### src/rtl/uart_frame_assembler_pkg.sv
// Shared constants and state encoding for the UART frame assembler and its
// receiver-side neighbours.
package uart_frame_assembler_pkg;

    localparam int unsigned UART_BYTE_WIDTH   = 8;
    localparam int unsigned UART_CONFIG_WIDTH = 32;
    localparam logic [7:0]  DEFAULT_SYNC_BYTE = 8'hA5;

    typedef enum logic [1:0] {
        StIdle    = 2'd0,
        StPayload = 2'd1,
        StCheck   = 2'd2,
        StHold    = 2'd3
    } frame_state_e;

endpackage

### src/rtl/uart_byte_timeout.sv
// Inter-byte gap counter: cleared on demand, counts while enabled and flags the
// cycle on which the gap limit is reached.
module uart_byte_timeout
    import uart_frame_assembler_pkg::*;
#(
    parameter int unsigned            COUNT_WIDTH = UART_CONFIG_WIDTH,
    parameter logic [COUNT_WIDTH-1:0] LIMIT       = COUNT_WIDTH'(100)
) (
    input  logic i_Clock,
    input  logic i_Reset,
    input  logic i_Clear,
    input  logic i_Enable,
    output logic o_Expire
);

    localparam logic [COUNT_WIDTH-1:0] LAST = LIMIT - COUNT_WIDTH'(1);

    logic [COUNT_WIDTH-1:0] count_q;

    // Clear has priority, so a byte arriving on the limit cycle never expires.
    assign o_Expire = i_Enable && !i_Clear && (count_q == LAST);

    always_ff @(posedge i_Clock) begin
        if (i_Reset || i_Clear || o_Expire) begin
            count_q <= '0;
        end else if (i_Enable) begin
            count_q <= count_q + COUNT_WIDTH'(1);
        end
    end

endmodule

### src/rtl/uart_frame_assembler.sv
// Assembles sync + payload + XOR checksum frames from UART byte pulses and
// presents the payload as one word over a valid/ready handshake.
module uart_frame_assembler
    import uart_frame_assembler_pkg::*;
#(
    parameter int unsigned                  UART_DATA_WIDTH   = UART_BYTE_WIDTH,
    parameter int unsigned                  CONFIG_DATA_WIDTH = UART_CONFIG_WIDTH,
    parameter int unsigned                  PAYLOAD_BYTES     = 4,
    parameter logic [UART_DATA_WIDTH-1:0]   SYNC_BYTE         = DEFAULT_SYNC_BYTE,
    parameter logic [CONFIG_DATA_WIDTH-1:0] TIMEOUT_CLKS      = 32'd100000,
    localparam int unsigned                 FRAME_WIDTH       = PAYLOAD_BYTES * UART_DATA_WIDTH
) (
    input  logic                       i_Clock,
    input  logic                       i_Reset,
    input  logic                       i_Rx_DV,
    input  logic [UART_DATA_WIDTH-1:0] i_Rx_Byte,
    output logic                       o_Frame_Valid,
    input  logic                       i_Frame_Ready,
    output logic [FRAME_WIDTH-1:0]     o_Frame_Data,
    output logic                       o_Cksum_Err,
    output logic                       o_Timeout,
    output logic                       o_Overrun
);

    localparam int unsigned           IDX_WIDTH = $clog2(PAYLOAD_BYTES + 1);
    localparam logic [IDX_WIDTH-1:0]  LAST_IDX  = IDX_WIDTH'(PAYLOAD_BYTES - 1);

    frame_state_e               state_q;
    logic [IDX_WIDTH-1:0]       byte_idx_q;
    logic [UART_DATA_WIDTH-1:0] cksum_q;
    logic [FRAME_WIDTH-1:0]     assemble_q;

    logic in_frame;
    logic timer_clear;
    logic timer_enable;
    logic timer_expire;

    assign in_frame     = (state_q == StPayload) || (state_q == StCheck);
    assign timer_clear  = !in_frame || i_Rx_DV;
    assign timer_enable = in_frame && !i_Rx_DV;

    uart_byte_timeout #(
        .COUNT_WIDTH (CONFIG_DATA_WIDTH),
        .LIMIT       (TIMEOUT_CLKS)
    ) u_timeout (
        .i_Clock  (i_Clock),
        .i_Reset  (i_Reset),
        .i_Clear  (timer_clear),
        .i_Enable (timer_enable),
        .o_Expire (timer_expire)
    );

    always_ff @(posedge i_Clock) begin
        if (i_Reset) begin
            state_q       <= StIdle;
            byte_idx_q    <= '0;
            cksum_q       <= '0;
            assemble_q    <= '0;
            o_Frame_Data  <= '0;
            o_Frame_Valid <= 1'b0;
            o_Cksum_Err   <= 1'b0;
            o_Timeout     <= 1'b0;
            o_Overrun     <= 1'b0;
        end else begin
            o_Cksum_Err <= 1'b0;
            o_Timeout   <= 1'b0;
            unique case (state_q)
                StIdle: begin
                    if (i_Rx_DV && (i_Rx_Byte == SYNC_BYTE)) begin
                        state_q    <= StPayload;
                        byte_idx_q <= '0;
                        cksum_q    <= '0;
                    end
                end
                StPayload: begin
                    if (i_Rx_DV) begin
                        assemble_q[int'(byte_idx_q)*UART_DATA_WIDTH +: UART_DATA_WIDTH] <= i_Rx_Byte;
                        cksum_q    <= cksum_q ^ i_Rx_Byte;
                        byte_idx_q <= byte_idx_q + IDX_WIDTH'(1);
                        if (byte_idx_q == LAST_IDX) begin
                            state_q <= StCheck;
                        end
                    end else if (timer_expire) begin
                        o_Timeout <= 1'b1;
                        state_q   <= StIdle;
                    end
                end
                StCheck: begin
                    if (i_Rx_DV) begin
                        if (i_Rx_Byte == cksum_q) begin
                            o_Frame_Data  <= assemble_q;
                            o_Frame_Valid <= 1'b1;
                            state_q       <= StHold;
                        end else begin
                            o_Cksum_Err <= 1'b1;
                            state_q     <= StIdle;
                        end
                    end else if (timer_expire) begin
                        o_Timeout <= 1'b1;
                        state_q   <= StIdle;
                    end
                end
                StHold: begin
                    // The receiver is never stalled; a byte landing here is lost.
                    if (i_Rx_DV) begin
                        o_Overrun <= 1'b1;
                    end
                    if (i_Frame_Ready) begin
                        o_Frame_Valid <= 1'b0;
                        state_q       <= StIdle;
                    end
                end
                default: state_q <= StIdle;
            endcase
        end
    end

endmodule

### config.mk
export PLATFORM = sky130hd
export DESIGN_NAME = uart_frame_assembler
export DESIGN_NICKNAME = d
export VERILOG_FILES = /design/src/rtl/uart_frame_assembler_pkg.sv /design/src/rtl/uart_byte_timeout.sv /design/src/rtl/uart_frame_assembler.sv
export SDC_FILE = /design/constraint.sdc
export NUM_CORES = 1
export LEC_CHECK = 0
export BUFFER_PORTS_ARGS = -buffer_cell sky130_fd_sc_hd__buf_2
export CAP_MARGIN = 25
export CORE_ASPECT_RATIO = 1.25
export CORE_MARGIN = 2
export CORE_UTILIZATION = 35
export CTS_CLUSTER_DIAMETER = 50
export DETAILED_ROUTE_END_ITERATION = 16
export REMOVE_ABC_BUFFERS = 1
export SYNTH_ARGS = -nofsm -noshare
export SYNTH_HDL_FRONTEND = slang
export SYNTH_HIERARCHICAL = 1
export SYNTH_SLANG_ARGS = --single-unit
### constraint.sdc
create_clock -name i_Clock -period 2.6 [get_ports i_Clock]
set_input_delay 0.26 -clock i_Clock [delete_from_list [all_inputs] [get_ports i_Clock]]
set_output_delay 0.26 -clock i_Clock [all_outputs]
set_load 0.03 [all_outputs]
Word level (Yosys, flattened, before mapping)
Cells that the tools add are included.
{"block": "word_totals", "elab_cells": 76, "output_inout_bits": 36, "regBits": 113}
{"block": "op_classes", "reduce_logical": 23, "n_mux": 21, "bitwise_logic": 4, "n_eq_ne": 13, "n_addsub": 3, "shifts": 2}
{"cell": "$neg 6->34", "count": 1}
{"cell": "$shift 8x34->32 const A", "count": 1}
{"cell": "$shiftx 8x34->32", "count": 1}
{"cell": "$add 32x1->32 const B", "count": 1}
{"cell": "$bwmux 32", "count": 1}
{"cell": "$eq 32x17->1 const B", "count": 1}
{"cell": "$mux 8", "count": 2}
{"cell": "$pmux 8 s2", "count": 1}
{"cell": "$mux 2", "count": 7}
{"cell": "$reduce_and 3->1", "count": 3}
{"cell": "$eq 8x8->1", "count": 1}
{"cell": "$eq 8x8->1 const B", "count": 1}
{"cell": "$ne 2x2->1 const B", "count": 4}
{"cell": "$pmux 2 s4", "count": 1}
{"cell": "$xor 8x8->8", "count": 1}
{"cell": "$mux 3", "count": 2}
{"cell": "$pmux 3 s2", "count": 1}
{"cell": "$reduce_or 3->1", "count": 2}
{"cell": "$mux 1", "count": 5}
{"cell": "$eq 2x2->1 const B", "count": 2}
{"cell": "$logic_and 1x1->1", "count": 4}
{"cell": "$logic_or 1x1->1", "count": 4}
{"cell": "$reduce_and 2->1", "count": 2}
{"cell": "$reduce_and 4->1", "count": 1}
{"cell": "11 further kinds", "count": 16}

Longest topological paths before layout
{"block": "depth", "ltp_word": 10, "depth_mapped": 13, "depth_no_buf": 12}

By module
Netlist, hierarchy kept.
{"module": "uart_frame_assembler", "seq_area_each_um2": 1621.6, "n_inst": 1, "area_per_inst_um2": 3400.8, "cells_each": 353}
{"module": "uart_byte_timeout", "seq_area_each_um2": 640.6, "n_inst": 1, "area_per_inst_um2": 1617.8, "cells_each": 181}

Worst setup path before layout
No wires, ideal clock.
{"block": "synth_path", "path_type": "register to register", "start": "register byte_idx_q[0]", "end": "register assemble_q[16]", "path_stages_with_launch": 11, "t_arrival_ns": 2.194, "slack_ns": 0.279, "path_buffers": 2, "setup_ns": 0.128, "path_cell_list": "dfxtp_1 clkbuf_1 inv_1 ha_1 ha_1 nor2b_1 nand2_1 nor4b_1 clkbuf_1 mux2i_1 nor2_1"}
{"block": "synth_via", "elab_chain_cells": 3, "elab_cells_between_ends": 4}
{"item": "start, declared", "line": "uart_frame_assembler.sv:29", "source": "logic [IDX_WIDTH-1:0] byte_idx_q;"}
{"item": "start signal, assigned", "line": "uart_frame_assembler.sv:79", "source": "byte_idx_q <= byte_idx_q + IDX_WIDTH'(1);"}
{"item": "$neg 6->34 (*)", "line": "uart_frame_assembler.sv:77", "source": "assemble_q[int'(byte_idx_q)*UART_DATA_WIDTH +: UART_DATA_WIDTH] <= i_Rx_Byte;"}
{"item": "$shiftx 8x34->32 or $shift 8x34->32 (tied branches)", "line": "uart_frame_assembler.sv:77"}
{"item": "$bwmux 32 (*)", "line": "uart_frame_assembler.sv:77"}
{"item": "end signal, assigned by index", "line": "uart_frame_assembler.sv:77"}
{"item": "end, declared", "line": "uart_frame_assembler.sv:31", "source": "logic [FRAME_WIDTH-1:0] assemble_q;"}
Every way passes the cells marked *; elsewhere a longest branch is shown, timed or not.
A chain may end at the register's enable or synchronous reset.

Worst setup path in the final report
{"block": "layout_path", "start": "register state_q[1]", "end": "register u_timeout.count_q[21]"}
{"block": "layout_via", "elab_chain_cells": 8, "elab_cells_between_ends": 11}
{"item": "start, declared", "line": "uart_frame_assembler.sv:28", "source": "frame_state_e state_q;"}
{"item": "start signal, assigned", "line": "uart_frame_assembler.sv:55", "source": "state_q <= StIdle;"}
{"item": "start signal, assigned", "line": "uart_frame_assembler.sv:70", "source": "state_q <= StPayload;"}
{"item": "start signal, assigned", "line": "uart_frame_assembler.sv:81", "source": "state_q <= StCheck;"}
{"item": "$eq 2x1->1 or $eq 2x2->1 (tied branches)", "line": "uart_frame_assembler.sv:38", "source": "assign in_frame = (state_q == StPayload) || (state_q == StCheck);"}
{"item": "$logic_or 1x1->1 (*)", "line": "uart_frame_assembler.sv:38"}
{"item": "$logic_not 1->1 (*)", "line": "uart_frame_assembler.sv:39", "source": "assign timer_clear = !in_frame || i_Rx_DV;"}
{"item": "$logic_or 1x1->1 (*)", "line": "uart_frame_assembler.sv:39"}
{"item": "net timer_clear", "line": "uart_frame_assembler.sv:34", "source": "logic timer_clear;"}
{"item": "$logic_not 1->1", "line": "uart_byte_timeout.sv:21", "source": "assign o_Expire = i_Enable && !i_Clear && (count_q == LAST);"}
{"item": "$logic_and 1x1->1 (2 in series)", "line": "uart_byte_timeout.sv:21"}
{"item": "$logic_or 1x1->1 (*)", "line": "uart_byte_timeout.sv:24", "source": "if (i_Reset || i_Clear || o_Expire) begin"}
{"item": "end signal, assigned", "line": "uart_byte_timeout.sv:27", "source": "count_q <= count_q + COUNT_WIDTH'(1);"}
{"item": "end, declared", "line": "uart_byte_timeout.sv:18", "source": "logic [COUNT_WIDTH-1:0] count_q;"}
Mark *: on every way through the listed nets, which the timed path passes. The rest lies on a longest branch.

==> metrics <==
status=complete, no violations; Max Cap Viol=0; initial antenna violation count=0; top_reg_cell synth=dfxtp_1; H-tree depth=4; Clock transition at path regs=approximately 0.05 ns; share of cells above drive strength 1=0.179; FF-to-FF End=u_timeout/count_q[21]; starting density of the core=0.360; Ant. Diodes=0; ys async rst share=0; Hold Vio Cnt, Final=0; power per cell area=673 nW/um2; HP Class=in2reg; via count=3810; worst vdd rail ir drop=approximately 0.44 mV; drt initial violations=~160; detailed-route vias per instance=approximately 5; Synth Area in Compound Gates=0.0628; Worst setup EP type=flop; Hold Path Sink=state_q[1]; sw frac=0.212; Fmax achieved=about 420 MHz; Internal=3160 uW; Gate power share=0.042; Ports=48; Netlist cell types=48; worst skew pair latency=between 0.4 and 0.5 ns; total clock sinks=between 100 and 150; row cnt=48; Pleak=around 0.0022 uW; Mean Syn Cell Area=between 9 and 10 um2; switching power=roughly 850 uW; Post-Place Worst Slack=roughly 0.2 ns; RR Startpoint=state_q[1]; fin. max-slew vios=0; Setup Crit Path Kind=reg2reg; Register-to-Register Setup Slack=between 0.2 and 0.25 ns; Hold Path Depth=2; simple-gate share of the synthesized area=0.228; CP required=roughly 2.9 ns; sequential share of power=0.435; Syn Inst Count=between 500 and 600; vias in the first global route=between 3000 and 4000; Die ar.=approximately 15000 um2; sequential element share of the synthesized area=0.451; Power Total=around 4000 uW; top post-synthesis cells by area=dfxtp_1 45%, mux2i_1 11%, nor2_1 7.4%; PortBufs=47; period utilisation layout=0.913; pin count of the biggest net entering global routing=50; hold_sp=i_Reset; GP Congestion=0.825; clock root buffer=clkbuf_16; cell area after synthesis=5020 um2; antenna-violating nets left=0; CTS Buf Count=17; Layout area overhead=18.9%; Max transition margin=0.671; total congestion overflow=0; Tot GR Track Use=0.143; DR WL/cell=14.0 um; DPL Wire Length=7560 um; most frequent cell after synthesis=dfxtp_1; number of synthesized flops with an enable pin=0; Layout Skew=between 0.009 and 0.01 ns; Nets=602; Worst Tran Pin Value=between 0.4 and 0.5 ns; mux share of post-synthesis cell area=0.116; largest family of logic cells by synthesized area=simple AND/OR/NAND/NOR gates; startpoint class of the critical path=flop; xor and xnor area share after synthesis=0.0681; worst reg2reg path depth=9; setup repair after global routing missed its margin=no; WHS=around 0.17 ns; top cell type's share of synthesized area=0.451; first-pass GRT wire length=17300 um; die height=around 140 um; post-synthesis adder-cell area fraction=0.0249; top cells by count, synth=113 x dfxtp_1, 99 x nor2_1, 57 x mux2i_1; Clock Tree Buf Depth=2; top cell type by total area after synthesis=dfxtp_1; final worst path period need=2.37 ns; final setup fails=0; CTS tree=done; Core Footprint=about 14000 um2; #FFs+latches synth=113; Die Wd=about 110 um; worst-path maximum fanout=8; clock power share=0.524; drc violations=0; final worst setup slack=0.226 ns; WL final=between 10000 and 15000 um; DR pass1 iterations=4; CP arrival=2.68 ns; Synth warnings=6
[layout make-up]
class | count | area, um2
Fill cell | 1366 | 7960
Multi-Input combinational cell | 375 | 2530
Sequential cell | 113 | 2260
Clock buffer | 23 | 478
Timing Repair Buffer | 63 | 380
Tap cell | 175 | 219
Clock inverter | 7 | 60.1
Inverter | 10 | 37.5
[routing by layer]
metal	vias up	track usage	wire [um]
li1	1927	-	-
met2	74	0.248	5410
met1	1793	0.165	4710
met3	16	0.0420	424
met4	0	0.0652	193
met5	-	0	0
[state kept, by name, indices dropped and copies added (netlist names)]
signal             flops
u_timeout/count_q     32
byte_idx_q             3
o_Cksum_Err            1
cksum_q                8
o_Timeout              1
assemble_q            32
state_q                2
o_Overrun              1
o_Frame_Data          32
o_Frame_Valid          1
[repair_timing]
| action | 4_1_cts | 5_1_grt |
|---|---|---|
| hold buffers | 0 | 0 |
| setup buffers | 0 | 0 |
| endpoints found under the setup margin | 0 | 1 |
| gates resized for setup | 0 | 1 |
[layout by cell type (no fill, tap or decap), types with 2 or more instances in the layout]
master     Yosys  routed
a21o_1         5       5
nand4_4        2       2
mux2i_1       57      57
xor2_1        11      11
nor4_1        10      10
xnor2_1       28      28
and2_1         3       3
buf_4          4      14
buf_2          5      47
a311oi_1       5       5
nand4_1       12      12
and4_1         7       7
inv_1         10      10
clkbuf_8       0       3
nand3b_1       3       3
nor4_4         0       2
nor3_1        11      11
dfxtp_1      113     113
clkbuf_1      18       3
buf_12         0       2
nor4_2         4       2
nor2b_1        4       4
nor2_1        99      99
a21oi_1       25      25
clkbuf_16      0      17
clkinv_2       0       6
nand2_1       28      28
o21ai_0        5       5
or3_1          4       4
nand3_1       18      18
ha_1          10      10
and3_1         2       2
nand2b_1       4       4
[through the flow]
| step | std cells | TNS (ns) | utilization | cell area (um2) |
|---|---|---|---|---|
| floorplan | 498 | -43.83 | - | 4810 |
| global placement | 736 | 0 | 0.389 | 5420 |
| detailed placement | 736 | 0 | 0.389 | 5420 |
| CTS | 766 | 0 | 0.428 | 5960 |
| global route | 766 | 0 | 0.428 | 5970 |
| finish | 766 | 0 | 0.428 | 5970 |
[power groups by stage]
stage / Sequential, uW / Clock, uW / Combinational [uW]
finish: 1750 / 2100 / 167
global route: 1740 / 2230 / 182
CTS: 1740 / 2160 / 168
detailed placement: 1780 / 0 / 167
global placement: 1780 / 0 / 163
floorplan: 1780 / 0 / 80.6
[kinds of logic after synthesis]
logic type      Yosys count
flops                   113
compound gates           46
mux                      58
buf+inv                  46
fa+ha+maj                10
xor+xnor                 39
simple gates            222
[worst max-delay path by stage]
stage / startpoint / slack [ns] / end / depth (start not counted)
detailed placement: state_q[1] / 0.20 / state_q[1] / 12
finish: state_q[1] / 0.23 / u_timeout/count_q[21] / 9
global placement: state_q[1] / 0.32 / u_timeout/count_q[23] / 9
floorplan: state_q[0] / -1.25 / o_Frame_Data[0] / 6
CTS: state_q[1] / 0.19 / state_q[1] / 12
global route: state_q[1] / 0.02 / u_timeout/count_q[23] / 9
[worst max-delay path: stages (launching register included)]
cell      delay (ns)
dfxtp_1         0.39
inv_1           0.11
ha_1            0.29
nand2b_1        0.11
inv_1           0.17
and4_1          0.43
nand4_4         0.17
nor4_1          0.37
xnor2_1         0.16
nor2_1          0.06
(Power assumes the default switching activity.)
